`src/rtl/bus_request_arbiter_pkg.sv`:
```
// Shared types and default widths for the serial-bus request arbiter.
package bus_arb_pkg;

  typedef enum logic [2:0] {
    ST_IDLE      = 3'd0,
    ST_ISSUE     = 3'd1,
    ST_WAIT_BUSY = 3'd2,
    ST_WAIT_DONE = 3'd3,
    ST_COMPLETE  = 3'd4
  } arb_state_t;

  localparam logic OP_READ  = 1'b0;
  localparam logic OP_WRITE = 1'b1;

  localparam int DEF_NUM_REQ        = 2;
  localparam int DEF_SLAVE_LEN      = 2;
  localparam int DEF_ADDR_LEN       = 12;
  localparam int DEF_DATA_LEN       = 8;
  localparam int DEF_BURST_LEN      = 12;
  localparam int DEF_TIMEOUT_CYCLES = 4096;

  // Index width that stays at least one bit wide.
  function automatic int idx_width(input int n);
    return (n > 1) ? $clog2(n) : 1;
  endfunction

endpackage

```
`src/rtl/bus_request_arbiter_if.sv`:
```
// Requester-side and event-handler-side signals of the bus request arbiter.
import bus_arb_pkg::*;

interface bus_request_arbiter_if #(
  parameter int NUM_REQ   = DEF_NUM_REQ,
  parameter int SLAVE_LEN = DEF_SLAVE_LEN,
  parameter int ADDR_LEN  = DEF_ADDR_LEN,
  parameter int DATA_LEN  = DEF_DATA_LEN,
  parameter int BURST_LEN = DEF_BURST_LEN
);
  logic [NUM_REQ-1:0]           req_valid;
  logic [NUM_REQ-1:0]           req_write;
  logic [NUM_REQ*SLAVE_LEN-1:0] req_slave;
  logic [NUM_REQ*ADDR_LEN-1:0]  req_addr;
  logic [NUM_REQ*DATA_LEN-1:0]  req_data;
  logic [NUM_REQ*BURST_LEN-1:0] req_burst;
  logic [NUM_REQ-1:0]           req_ack;
  logic [NUM_REQ-1:0]           req_done;
  logic [NUM_REQ-1:0]           req_err;
  logic [NUM_REQ-1:0]           rd_valid;
  logic [DATA_LEN-1:0]          rd_data;
  logic                         eh_write;
  logic                         eh_read;
  logic [SLAVE_LEN-1:0]         eh_slave;
  logic [ADDR_LEN-1:0]          eh_addr;
  logic [DATA_LEN-1:0]          eh_data;
  logic [BURST_LEN-1:0]         eh_burst;
  logic                         eh_busy;
  logic                         rx_new;
  logic [DATA_LEN-1:0]          rx_data;

  modport slave (
    input  req_valid, req_write, req_slave, req_addr, req_data, req_burst,
    output req_ack, req_done, req_err, rd_valid, rd_data,
    output eh_write, eh_read, eh_slave, eh_addr, eh_data, eh_burst,
    input  eh_busy, rx_new, rx_data
  );

  modport master (
    output req_valid, req_write, req_slave, req_addr, req_data, req_burst,
    input  req_ack, req_done, req_err, rd_valid, rd_data,
    input  eh_write, eh_read, eh_slave, eh_addr, eh_data, eh_burst,
    output eh_busy, rx_new, rx_data
  );
endinterface

```
`src/rtl/bus_request_arbiter_rr_pick.sv`:
```
// Combinational round-robin picker: first set request at or above rr_ptr, wrapping.
import bus_arb_pkg::*;

module rr_priority_pick #(
  parameter int NUM_REQ = DEF_NUM_REQ,
  parameter int IW      = idx_width(NUM_REQ)
) (
  input  logic [NUM_REQ-1:0] req,
  input  logic [IW-1:0]      rr_ptr,
  output logic [NUM_REQ-1:0] grant,
  output logic [IW-1:0]      idx,
  output logic               any
);
  logic [IW:0] cand;

  // Scan NUM_REQ candidates from rr_ptr; explicit modulo keeps non-power-of-two counts in range.
  always_comb begin
    grant = '0;
    idx   = '0;
    any   = 1'b0;
    cand  = '0;
    for (int off = 0; off < NUM_REQ; off++) begin
      cand = {1'b0, rr_ptr} + (IW+1)'(off);
      cand = (cand >= (IW+1)'(NUM_REQ)) ? cand - (IW+1)'(NUM_REQ) : cand;
      if (!any && req[cand[IW-1:0]]) begin
        any   = 1'b1;
        idx   = cand[IW-1:0];
        grant = {{(NUM_REQ-1){1'b0}}, 1'b1} << cand[IW-1:0];
      end else begin
        any   = any;
      end
    end
  end
endmodule

```
`src/rtl/bus_request_arbiter.sv`:
```
// Round-robin arbiter sharing one serial-bus event handler among NUM_REQ requesters.
// Optional watchdog enabled by defining BUS_ARB_WATCHDOG_EN.
import bus_arb_pkg::*;

module bus_request_arbiter #(
  parameter int NUM_REQ        = DEF_NUM_REQ,
  parameter int SLAVE_LEN      = DEF_SLAVE_LEN,
  parameter int ADDR_LEN       = DEF_ADDR_LEN,
  parameter int DATA_LEN       = DEF_DATA_LEN,
  parameter int BURST_LEN      = DEF_BURST_LEN,
  parameter int TIMEOUT_CYCLES = DEF_TIMEOUT_CYCLES
) (
  input logic                   clk,
  input logic                   reset,
  bus_request_arbiter_if.slave  bus
);
  localparam int IW = idx_width(NUM_REQ);

  arb_state_t           state_r, state_next_s;
  logic [IW-1:0]        rr_ptr_r, owner_r, pick_idx_s;
  logic                 op_r, pick_any_s, grant_en_s, fwd_s, timeout_hit_s;
  logic [NUM_REQ-1:0]   pick_grant_s, owner_onehot_s, err_set_s;
  logic [NUM_REQ-1:0]   ack_r, done_r, err_r, rd_valid_r;
  logic [DATA_LEN-1:0]  rd_data_r, eh_data_r;
  logic                 eh_write_r, eh_read_r;
  logic [SLAVE_LEN-1:0] eh_slave_r;
  logic [ADDR_LEN-1:0]  eh_addr_r;
  logic [BURST_LEN-1:0] eh_burst_r;

  rr_priority_pick #(.NUM_REQ(NUM_REQ), .IW(IW)) u_pick (
    .req    (bus.req_valid),
    .rr_ptr (rr_ptr_r),
    .grant  (pick_grant_s),
    .idx    (pick_idx_s),
    .any    (pick_any_s)
  );

  assign owner_onehot_s = {{(NUM_REQ-1){1'b0}}, 1'b1} << owner_r;

`ifdef BUS_ARB_WATCHDOG_EN
  localparam int WD_W = idx_width(TIMEOUT_CYCLES);
  logic [WD_W-1:0] wd_cnt_r;
  logic            timeout_r;

  assign timeout_hit_s = ((state_r == ST_WAIT_BUSY) || (state_r == ST_WAIT_DONE)) &&
                         (wd_cnt_r == WD_W'(TIMEOUT_CYCLES-1));
  assign err_set_s     = ((state_r == ST_COMPLETE) && timeout_r) ? owner_onehot_s : '0;

  // Watchdog counter restarts as the strobe goes out and runs while waiting on the handler.
  always_ff @(posedge clk) begin
    if (reset) begin
      wd_cnt_r  <= '0;
      timeout_r <= 1'b0;
    end else if (state_r == ST_ISSUE) begin
      wd_cnt_r  <= '0;
      timeout_r <= 1'b0;
    end else if ((state_r == ST_WAIT_BUSY) || (state_r == ST_WAIT_DONE)) begin
      wd_cnt_r  <= wd_cnt_r + WD_W'(1);
      timeout_r <= timeout_hit_s;
    end else begin
      wd_cnt_r  <= wd_cnt_r;
      timeout_r <= timeout_r;
    end
  end
`else
  assign timeout_hit_s = 1'b0;
  assign err_set_s     = '0;
`endif

  // State register.
  always_ff @(posedge clk) begin
    if (reset) state_r <= ST_IDLE;
    else       state_r <= state_next_s;
  end

  // Next-state logic plus grant and read-forward qualifiers.
  always_comb begin
    state_next_s = state_r;
    grant_en_s   = 1'b0;
    fwd_s        = 1'b0;
    case (state_r)
      ST_IDLE: begin
        if (pick_any_s && !bus.eh_busy) begin
          grant_en_s   = 1'b1;
          state_next_s = ST_ISSUE;
        end else begin
          state_next_s = ST_IDLE;
        end
      end
      ST_ISSUE: state_next_s = ST_WAIT_BUSY;
      ST_WAIT_BUSY: begin
        fwd_s = (op_r == OP_READ) && bus.rx_new;
        if (timeout_hit_s)    state_next_s = ST_COMPLETE;
        else if (bus.eh_busy) state_next_s = ST_WAIT_DONE;
        else                  state_next_s = ST_WAIT_BUSY;
      end
      ST_WAIT_DONE: begin
        fwd_s = (op_r == OP_READ) && bus.rx_new;
        if (timeout_hit_s)     state_next_s = ST_COMPLETE;
        else if (!bus.eh_busy) state_next_s = ST_COMPLETE;
        else                   state_next_s = ST_WAIT_DONE;
      end
      ST_COMPLETE: state_next_s = ST_IDLE;
      default:     state_next_s = ST_IDLE;
    endcase
  end

  // Registered outputs, latched command and round-robin pointer.
  always_ff @(posedge clk) begin
    if (reset) begin
      ack_r      <= '0;
      done_r     <= '0;
      err_r      <= '0;
      rd_valid_r <= '0;
      rd_data_r  <= '0;
      eh_write_r <= 1'b0;
      eh_read_r  <= 1'b0;
      eh_slave_r <= '0;
      eh_addr_r  <= '0;
      eh_data_r  <= '0;
      eh_burst_r <= '0;
      owner_r    <= '0;
      op_r       <= OP_READ;
      rr_ptr_r   <= '0;
    end else begin
      ack_r      <= grant_en_s ? pick_grant_s : '0;
      eh_write_r <= (state_r == ST_ISSUE) && (op_r == OP_WRITE);
      eh_read_r  <= (state_r == ST_ISSUE) && (op_r == OP_READ);
      rd_valid_r <= fwd_s ? owner_onehot_s : '0;
      rd_data_r  <= fwd_s ? bus.rx_data : rd_data_r;
      done_r     <= (state_r == ST_COMPLETE) ? owner_onehot_s : '0;
      err_r      <= err_set_s;
      if (grant_en_s) begin
        owner_r    <= pick_idx_s;
        op_r       <= bus.req_write[pick_idx_s];
        eh_slave_r <= bus.req_slave[pick_idx_s*SLAVE_LEN +: SLAVE_LEN];
        eh_addr_r  <= bus.req_addr[pick_idx_s*ADDR_LEN +: ADDR_LEN];
        eh_data_r  <= bus.req_data[pick_idx_s*DATA_LEN +: DATA_LEN];
        eh_burst_r <= bus.req_burst[pick_idx_s*BURST_LEN +: BURST_LEN];
      end else begin
        owner_r    <= owner_r;
        op_r       <= op_r;
        eh_slave_r <= eh_slave_r;
        eh_addr_r  <= eh_addr_r;
        eh_data_r  <= eh_data_r;
        eh_burst_r <= eh_burst_r;
      end
      if (state_r == ST_COMPLETE)
        rr_ptr_r <= (owner_r == IW'(NUM_REQ-1)) ? '0 : owner_r + IW'(1);
      else
        rr_ptr_r <= rr_ptr_r;
    end
  end

  assign bus.req_ack  = ack_r;
  assign bus.req_done = done_r;
  assign bus.req_err  = err_r;
  assign bus.rd_valid = rd_valid_r;
  assign bus.rd_data  = rd_data_r;
  assign bus.eh_write = eh_write_r;
  assign bus.eh_read  = eh_read_r;
  assign bus.eh_slave = eh_slave_r;
  assign bus.eh_addr  = eh_addr_r;
  assign bus.eh_data  = eh_data_r;
  assign bus.eh_burst = eh_burst_r;
endmodule

```
`src/flat_wrapper.sv`:
```
// flat-port wrapper written by rule: the top's interface ports become plain ports
module bus_request_arbiter_flat 
#(
  parameter int NUM_REQ        = DEF_NUM_REQ,
  parameter int SLAVE_LEN      = DEF_SLAVE_LEN,
  parameter int ADDR_LEN       = DEF_ADDR_LEN,
  parameter int DATA_LEN       = DEF_DATA_LEN,
  parameter int BURST_LEN      = DEF_BURST_LEN,
  parameter int TIMEOUT_CYCLES = DEF_TIMEOUT_CYCLES
)
  (clk, reset, bus_req_valid, bus_req_write, bus_req_slave, bus_req_addr, bus_req_data, bus_req_burst, bus_req_ack, bus_req_done, bus_req_err, bus_rd_valid, bus_rd_data, bus_eh_write, bus_eh_read, bus_eh_slave, bus_eh_addr, bus_eh_data, bus_eh_burst, bus_eh_busy, bus_rx_new, bus_rx_data);
  bus_request_arbiter_if #(.NUM_REQ(NUM_REQ), .SLAVE_LEN(SLAVE_LEN), .ADDR_LEN(ADDR_LEN), .DATA_LEN(DATA_LEN), .BURST_LEN(BURST_LEN)) bus_i ();
  input logic clk;
  input logic reset;
  input wire logic [$bits(bus_i.req_valid)-1:0] bus_req_valid;
  input wire logic [$bits(bus_i.req_write)-1:0] bus_req_write;
  input wire logic [$bits(bus_i.req_slave)-1:0] bus_req_slave;
  input wire logic [$bits(bus_i.req_addr)-1:0] bus_req_addr;
  input wire logic [$bits(bus_i.req_data)-1:0] bus_req_data;
  input wire logic [$bits(bus_i.req_burst)-1:0] bus_req_burst;
  output wire logic [$bits(bus_i.req_ack)-1:0] bus_req_ack;
  output wire logic [$bits(bus_i.req_done)-1:0] bus_req_done;
  output wire logic [$bits(bus_i.req_err)-1:0] bus_req_err;
  output wire logic [$bits(bus_i.rd_valid)-1:0] bus_rd_valid;
  output wire logic [$bits(bus_i.rd_data)-1:0] bus_rd_data;
  output wire logic [$bits(bus_i.eh_write)-1:0] bus_eh_write;
  output wire logic [$bits(bus_i.eh_read)-1:0] bus_eh_read;
  output wire logic [$bits(bus_i.eh_slave)-1:0] bus_eh_slave;
  output wire logic [$bits(bus_i.eh_addr)-1:0] bus_eh_addr;
  output wire logic [$bits(bus_i.eh_data)-1:0] bus_eh_data;
  output wire logic [$bits(bus_i.eh_burst)-1:0] bus_eh_burst;
  input wire logic [$bits(bus_i.eh_busy)-1:0] bus_eh_busy;
  input wire logic [$bits(bus_i.rx_new)-1:0] bus_rx_new;
  input wire logic [$bits(bus_i.rx_data)-1:0] bus_rx_data;
  assign bus_i.req_valid = bus_req_valid;
  assign bus_i.req_write = bus_req_write;
  assign bus_i.req_slave = bus_req_slave;
  assign bus_i.req_addr = bus_req_addr;
  assign bus_i.req_data = bus_req_data;
  assign bus_i.req_burst = bus_req_burst;
  assign bus_req_ack = bus_i.req_ack;
  assign bus_req_done = bus_i.req_done;
  assign bus_req_err = bus_i.req_err;
  assign bus_rd_valid = bus_i.rd_valid;
  assign bus_rd_data = bus_i.rd_data;
  assign bus_eh_write = bus_i.eh_write;
  assign bus_eh_read = bus_i.eh_read;
  assign bus_eh_slave = bus_i.eh_slave;
  assign bus_eh_addr = bus_i.eh_addr;
  assign bus_eh_data = bus_i.eh_data;
  assign bus_eh_burst = bus_i.eh_burst;
  assign bus_i.eh_busy = bus_eh_busy;
  assign bus_i.rx_new = bus_rx_new;
  assign bus_i.rx_data = bus_rx_data;
  bus_request_arbiter #(.NUM_REQ(NUM_REQ), .SLAVE_LEN(SLAVE_LEN), .ADDR_LEN(ADDR_LEN), .DATA_LEN(DATA_LEN), .BURST_LEN(BURST_LEN), .TIMEOUT_CYCLES(TIMEOUT_CYCLES)) u_core (.clk(clk), .reset(reset), .bus(bus_i));
endmodule
```
`config.mk`:
```
export PLATFORM = sky130hd
export DESIGN_NAME = bus_request_arbiter_flat
export DESIGN_NICKNAME = d
export VERILOG_FILES = /design/src/rtl/bus_request_arbiter_pkg.sv /design/src/rtl/bus_request_arbiter_if.sv /design/src/rtl/bus_request_arbiter_rr_pick.sv /design/src/rtl/bus_request_arbiter.sv /design/src/flat_wrapper.sv
export SDC_FILE = /design/constraint.sdc
export NUM_CORES = 1
export LEC_CHECK = 0
export CAP_MARGIN = 20
export CORE_MARGIN = 4
export CORE_UTILIZATION = 38
export CTS_CLUSTER_DIAMETER = 200
export DETAILED_ROUTE_END_ITERATION = 8
export PLACE_DENSITY = 0.81
export SLEW_MARGIN = 40
export SYNTH_ARGS = -nofsm -noshare
export SYNTH_HDL_FRONTEND = slang
export SYNTH_SLANG_ARGS = --single-unit
```
`constraint.sdc`:
```
create_clock -name clk -period 1.82 [get_ports clk]
set_clock_uncertainty 0.05 [all_clocks]
set_input_delay 0.364 -clock clk [delete_from_list [all_inputs] [get_ports clk]]
set_output_delay 0.364 -clock clk [all_outputs]
set_load 0.005 [all_outputs]
```
# After elaboration in Yosys (flattened, before gate mapping)

Index checks and enable logic that the tools add are counted.

Register bits after elaboration: 56
Bits of input ports: 84
Word-level logic and storage cells: 73

$add $sub $neg: 4
$mul: 1
Order comparisons: 5
Equality and inequality tests: 4
Shift operators: 7
Muxes and demuxes: 22
Bitwise gates (word level): 4
Reductions and logical operators: 12

Operators by type and width:

| cell                | count |
|---|---|
| $shiftx 24x6->12    | 2 |
| $mux 1              | 18 |
| $shiftx 16x5->8     | 1 |
| $pmux 3 s4          | 1 |
| $reduce_or 2->1     | 4 |
| $eq 3x2->1 const B  | 2 |
| $lt 1x2->1 const B  | 3 |
| $shl 1x1->2 const A | 3 |
| $logic_and 1x1->1   | 5 |
| $mux 2              | 2 |
| $not 1->1           | 4 |
| $shiftx 4x3->2      | 1 |
| $eq 3x1->1 const B  | 1 |
| $eq 3x3->1 const B  | 1 |
| $logic_not 3->1     | 1 |
| $mul 1x2->3 const B | 1 |
| $mux 3              | 1 |
| $add 1x1->2 const B | 1 |
| $ge 1x2->1 const B  | 1 |
| $ge 2x2->1 const B  | 1 |
| $logic_not 1->1     | 2 |
| $sub 1x1->1 const B | 2 |
| $add 1x1->1 const B | 1 |

# Longest topological paths before layout

Gate-level depths: netlist (run 1).

Depth in word-level cells: 13
Gate-level depth with buffers: 5

# Cells and area by module

Synthesis (run 1) repeated with hierarchy kept, for this count alone.

Cells, all modules: 237
Area total of the unflattened synthesis: 2598.7 µm²

Modules (own cells, without submodules):

| module              | instances | cells an instance | area each (µm²) | seq. area each (µm²) |
|---|---|---|---|---|
| bus_request_arbiter | 1         | 232               | 2566.2          | 1121.1 |
| rr_priority_pick    | 1         | 5                 | 32.5            | 0.0 |

# Least setup slack after synthesis (run 1)

OpenSTA, ideal clock, no wires.

Path type: in2reg
Start: in bus_req_valid[0]
End: reg u_core.eh_addr_r[10] (netlist: u_core.bus.eh_addr[10])
Setup time: 0.086 ns
Arrival time: 1.291 ns
Data required time: 1.684 ns
Slack: 0.394 ns
Stages: 5
Path buffers: 2
Cells stage by stage: a21bo_2 > buf_2 > clkbuf_1 > o32ai_1 > a211oi_1

Word-level cells in the longest chain between the ends: 9
Elaborated cells on any way between the ends: 15
Those cells by class: mul (1); shift (1); mux (10); reduce/logical (3)

Ends and longest elaborated chain:

| what                                                | line                       | RTL |
|---|---|---|
| from (decl)                                         | flat_wrapper.sv:15         | `input wire logic [$bits(bus_i.req_valid)-1:0] bus_req_valid;` |
| branches (longest 9 deep; another with $mul 1x2->3) | -                          |  |
| to (signal assigned)                                | bus_request_arbiter.sv:137 | `eh_addr_r <= bus.req_addr[pick_idx_s*ADDR_LEN +: ADDR_LEN];` |
| to (signal assigned)                                | bus_request_arbiter.sv:144 | `eh_addr_r <= eh_addr_r;` |
| to (decl)                                           | bus_request_arbiter.sv:27  | `logic [ADDR_LEN-1:0] eh_addr_r;` |

Several ways; the timed one is not identified. The select of a mux whose other input is x is not followed.
A chain may end at the register's enable or synchronous reset.

# Final worst setup path (run 1)

Start: reg u_core.eh_addr_r[6] (netlist: u_core.bus.eh_addr[6])
End: out bus_eh_addr[6]

RTL lines:

| what      | line               | RTL |
|---|---|---|
| to (decl) | flat_wrapper.sv:29 | `output wire logic [$bits(bus_i.eh_addr)-1:0] bus_eh_addr;` |

No word-level cell between the ends.

==> impl_metrics.csv, run 1 <==
group,metric,value,unit
run_status,status,"finished, final reports clean",
timing,rsz0062_at_grt,"false",
routing,firstDrtPassIters,4,
place,dp_hpwl,5.250,mm
setup_path,critPathBufInv,1,
setup_path,cpPeakStageDelay,520,ps
grt,grtUsageMet2,31.25,%
routing,drc_errors,0,
clocking,cts_setup_buffers,0,
pwr,switching_share,26.93,%
grt,grt-ovfl-total,0,
setup_path,required,1410,ps
routing,vias,2426,
synth,synth_compound_area_share,35.68,%
setup_path,crit_family,"buffers and inverters",
setup_path,crit_path_end_kind,"output port",
final_layout,drive_above_1_share,7.713,%
pwr,clkPwrFrac,24.4,%
setup_path,ff2ff_setup_slack,300,ps
setup_path,critical_path.startpoint_type,"flop",
place,postPlaceCellArea,3804,um^2
pwr,p_comb_share,26.5,%
clocking,cts_root_buf,"clkbuf_8",
pwr,cellPowerDensity,719.0,nW/um^2
place,placed_cells,443,
clocking,clk_path_buf_depth,2,
grt,grt_busiest_layer,"met2",
synth,synthSimpleGateAreaFrac,9.565,%
clocking,holdBufCountCts,0,
final_layout,final_util,65.81,%
timing,setup_violations,0,
timing,fin_crit,1600,ps
setup_path,slowest_stage,"clkdlybuf4s50_1",
clocking,cts_resized,0,
pwr,power_switching,754.4,uW
place,gp_congestion,0.7168,
min_path,min_path_type,"input port to flop",
place,io_buffer_count,133,
synth,netlist_area,2328,um^2
final_layout,final_nets,459,
clocking,clk_latency,310,ps
synth,yosys_warnings,0,
routing,via_per_inst,5.379,
setup_path,path_max_fanout,2,
pwr,power_frac_seq,49.2,%
final_layout,diodes,0,
clocking,cts_tree,"yes",
timing,finalSetupTns,0,ps
die,dieHeight,86.28,um
final_layout,nFillCells,498,
die,num_rows,28,
timing,max_freq,625.0,MHz
synth,ys_seq_elements,56,
grt,antenna_found_initial,0,
routing,ant_nets,0,
die,initial_core_util,39.33,%
synth,syn_inst,252,
synth,synth_xor_area_share,0,%
routing,wirelength,7.054,mm
pwr,intPower,2047,uW
routing,drt_iter0_markers,103,
timing,finalMaxSlewViolations,0,
grt,grt_use_met3,4.563,%
final_layout,area_growth_syn_to_layout,67.33,%
routing,wl_per_cell,15.64,um
run,maxCapViolations,0,
grt,use_met1,23.79,%
setup_path,crit_chain,"clkdlybuf4s50_1",
timing,hold_violations,0,
grt,grt_pass1_wl,11.32,mm
die,die_width,86.28,um
synth,ys_seq_area_share,48.15,%
die,core,5921,um^2
clocking,cts.htree.levels,2,
final_layout,finalNonFillerCells,451,
setup_path,path_class,"flop to output port",
clocking,cts_buffers,5,
final_layout,final_cell_area,3896,um^2
synth,synth_top_family_by_area,"compound AO/OA/AOI/OAI gates",
die,design.die.area,7444,um^2
grt,grt_use_total,18.42,%
timing,finalCritPeriodShare,87.91,%
grt,grt_pass1_vias,2379,
synth,synthMuxAreaShare,0,%
clocking,clock_sinks,56,
clocking,cts.clk_slew.worst_paths,100,ps
pwr,vdd_drop_max,335.9,uV
die,ioPinCount,136,
grt,grt_max_degree,39,
pwr,p_leak,0.001309,uW
setup_path,arrival,1190,ps
synth,syn_avg_cell_area,9.240,um^2
synth,yosysUniqueCellTypes,26,
synth,synthAdderAreaFrac,0,%
-- flip-flops by register name, indices dropped and copies added, names as in the netlist, 2 cells and up --
name	count
u_core.bus.req_done	2
u_core.bus.req_ack	2
u_core.bus.eh_addr	12
u_core.bus.rd_valid	2
u_core.bus.eh_burst	12
u_core.bus.eh_data	8
u_core.bus.rd_data	8
u_core.bus.eh_slave	2
u_core.state_r	3
-- power by group through the flow --
stage / Sequential, uW / Combinational (uW) / Clock [uW]
floorplan: 1400 / 291 / 0
global placement: 1400 / 732 / 0
detailed placement: 1400 / 747 / 0
CTS: 1380 / 750 / 701
global route: 1390 / 806 / 753
finish: 1380 / 741 / 683
-- synth_stat cells --
cell | number | area, um^2
a311oi_1 | 1 | 8.760
a21oi_1 | 44 | 220.2
and4b_1 | 1 | 10.01
nor4_4 | 1 | 21.27
clkinv_1 | 1 | 3.750
clkbuf_1 | 22 | 82.58
a21bo_2 | 1 | 10.01
a211oi_1 | 35 | 262.8
nor3_1 | 6 | 30.03
dfxtp_1 | 56 | 1121
a22oi_1 | 1 | 7.510
nor4_1 | 2 | 12.51
buf_4 | 2 | 15.01
nor4bb_1 | 2 | 20.02
buf_2 | 9 | 45.04
nand4bb_1 | 1 | 11.26
nor2_1 | 5 | 18.77
o31ai_1 | 1 | 7.510
nand2_1 | 18 | 67.56
nand2b_1 | 3 | 18.77
nor2b_1 | 1 | 6.260
or2_2 | 1 | 6.260
a21o_1 | 1 | 7.510
conb_1 | 1 | 3.750
o32ai_1 | 35 | 306.5
buf_1 | 1 | 3.750
-- final timing paths --
path,startpoint,end,cells after the start
setup / recovery,u_core.bus.eh_addr[6],bus_eh_addr[6],1
hold / removal,reset,u_core.state_r[0],2
setup reg to reg,u_core.state_r[1],u_core.bus.eh_data[1],4
hold reg to reg,u_core.bus.rd_data[3],u_core.bus.rd_data[3],2
-- layout make-up --
class / count / area (um^2) / share of cell area [%]
Clock buffer: 5 / 68.82 / 1.766
Sequential cell: 56 / 1121 / 28.77
Clock inverter: 3 / 23.77 / 0.6101
Timing Repair Buffer: 149 / 1521 / 39.05
Tap cell: 75 / 93.84 / 2.408
Inverter: 1 / 3.754 / 0.09634
Multi-Input combinational cell: 162 / 1064 / 27.30
-- per-layer routing --
layer | vias to the layer above | part of all wire [%]
met4 | 0 | 0.23
met1 | 1111 | 43
met2 | 87 | 48
li1 | 1226 | -
met5 | - | 0
met3 | 2 | 8.2
-- cells in the final DEF (no fill, tap or decap), types with 6 or more instances in the layout --
cell / instances
a211oi_1: 35
a21oi_1: 44
buf_12: 6
buf_4: 10
clkdlybuf4s50_1: 132
dfxtp_1: 56
nand2_1: 18
nor3_1: 6
o32ai_1: 35
-- logic make-up after synthesis --
kind of cell           after synthesis
other                                1
DFF                                 56
buffers and inverters               35
AOI/OAI and AO/OA                  119
and+or+nand+nor                     41
-- through the flow --
stage | total power, uW | worst slack, ps | hold slack (ps)
4_1_cts | 2827 | 209.9 | 242.6
2_1_floorplan | 1693 | 393.9 | 391.9
6_report | 2802 | 220.1 | 256.7
3_3_place_gp | 2133 | -20.72 | 390.7
3_5_place_dp | 2150 | -25.84 | 403.4
5_1_grt | 2950 | 127.4 | 262.0
Power figures use the tool's default switching activity.
==> run 2: changes to the inputs <==
--- a/config.mk
+++ b/config.mk
@@ -7,10 +7,12 @@
 export LEC_CHECK = 0
 export CAP_MARGIN = 20
 export CORE_MARGIN = 4
-export CORE_UTILIZATION = 38
+export CORE_UTILIZATION = 39
+export CTS_BUF_LIST = sky130_fd_sc_hd__clkbuf_8
 export CTS_CLUSTER_DIAMETER = 200
 export DETAILED_ROUTE_END_ITERATION = 8
-export PLACE_DENSITY = 0.81
+export GPL_ROUTABILITY_DRIVEN = 0
+export PLACE_DENSITY = 0.82
 export SLEW_MARGIN = 40
 export SYNTH_ARGS = -nofsm -noshare
 export SYNTH_HDL_FRONTEND = slang
==> impl_metrics.csv, run 2 (synthesis gave the netlist of run 1 again) <==
group,metric,value,unit
place,dp_hpwl,5.242,mm
grt,grt_max_degree,49,
die,initial_core_util,41.27,%
timing,rsz0062_at_grt,"false",
grt,grt_pass1_wl,11.26,mm
routing,firstDrtPassIters,4,
clocking,cts.htree.levels,2,
die,design.die.area,7271,um^2
run_status,status,"finished, final reports clean",
routing,drc_errors,0,
setup_path,slowest_stage,"clkdlybuf4s50_1",
grt,grt-ovfl-total,0,
clocking,clock_sinks,56,
setup_path,path_class,"flop to output port",
run,maxCapViolations,0,
pwr,vdd_drop_max,356.2,uV
timing,setup_violations,0,
clocking,clk_latency,290,ps
clocking,holdBufCountCts,0,
routing,via_per_inst,5.383,
grt,grt_use_total,19.06,%
setup_path,crit_family,"buffers and inverters",
die,core,5642,um^2
pwr,p_leak,0.001313,uW
final_layout,diodes,0,
clocking,cts_root_buf,"clkbuf_8",
grt,antenna_found_initial,0,
timing,hold_ws,407.1,ps
setup_path,crit_path_end_kind,"output port",
setup_path,path_max_fanout,2,
final_layout,area_growth_syn_to_layout,66.20,%
timing,max_freq,626.4,MHz
setup_path,critical_path.startpoint_type,"flop",
routing,ant_nets,0,
clocking,cts_tree,"yes",
setup_path,required,1410,ps
die,num_rows,27,
clocking,cts_setup_buffers,0,
pwr,cellPowerDensity,715.7,nW/um^2
die,die_width,85.27,um
clocking,cts.clk_slew.worst_paths,100,ps
final_layout,mostFrequentLayoutCells,"clkdlybuf4s50_1, dfxtp_1, a21oi_1, o32ai_1, a211oi_1",
place,dp_slack,-33.05,ps
timing,finalMaxSlewViolations,0,
setup_path,critPathBufInv,1,
timing,final.setup.worst_slack,223.6,ps
final_layout,drive_above_1_share,6.933,%
setup_path,arrival,1180,ps
die,ioPinCount,136,
grt,grt_pass1_vias,2416,
timing,fin_crit,1596,ps
setup_path,cpPeakStageDelay,530,ps
timing,finalCritPeriodShare,87.72,%
clocking,cts_resized,0,
routing,drt_iter0_markers,82,
die,dieHeight,85.27,um
routing,vias,2406,
clocking,clk_path_buf_depth,2,
final_layout,multiInputGateArea,1064,um^2
timing,hold_violations,0,
setup_path,regToRegStartpoint,"u_core.state_r[1]",
routing,wl_per_cell,15.69,um
clocking,cts_buffers,5,
final_layout,final_nets,458,
final_layout,final_common_cell,"clkdlybuf4s50_1",
min_path,min_from,"reset",
final_layout,nFillCells,472,
place,io_buffer_count,133,
setup_path,critPathLaunch,"u_core.bus.eh_burst[8]",
min_path,min_path_type,"input port to flop",
setup_path,crit_chain,"clkdlybuf4s50_1",
routing,wirelength,7.012,mm
final_layout,regArea,1121,um^2
-- run 2: cell type report --
class,instances,share of cell area [%]
clock inverters,2,0.1940
flip-flops and latches,56,28.97
multi-input cells,162,27.48
clock buffers,6,2.134
well taps,72,2.328
inverters,1,0.09699
repair buffers,148,38.80
-- run 2: routing by layer --
layer | routed length [um] | track usage, % | up-vias
met2 | 3406 | 33.05 | 91
li1 | - | - | 1216
met4 | 111 | 6.619 | 0
met3 | 737 | 7.184 | 9
met1 | 2757 | 21.30 | 1090
met5 | 0 | 0 | -
-- run 2: power breakdown --
| group | switching [uW] | internal (uW) | total, uW |
|---|---|---|---|
| Combinational | 286 | 447 | 732 |
| Clock | 361 | 300 | 661 |
| Sequential | 57.0 | 1320 | 1380 |
-- run 2: stage by stage --
stage / area (um^2) / setup TNS (ps) / total power [uW] / std cells / util (%)
global placement: 3780 / -5.542 / 2128 / 439 / 67.00
finish: 3870 / 0 / 2770 / 447 / 68.60
CTS: 3870 / 0 / 2802 / 447 / 68.60
global route: 3870 / 0 / 2921 / 447 / 68.60
floorplan: 2332 / 0 / 1693 / 253 / -
detailed placement: 3780 / -251.9 / 2140 / 439 / 67.00
-- run 2: path summary, 6_finish.rpt --
path / to / slack, ps / cells past startpoint
worst min-delay path: u_core.bus.rd_data[4] / 410 / 2
worst max register to register: u_core.bus.eh_burst[9] / 310 / 4
worst max-delay path: bus_eh_burst[8] / 220 / 1
worst min register to register: u_core.bus.rd_data[6] / 410 / 2
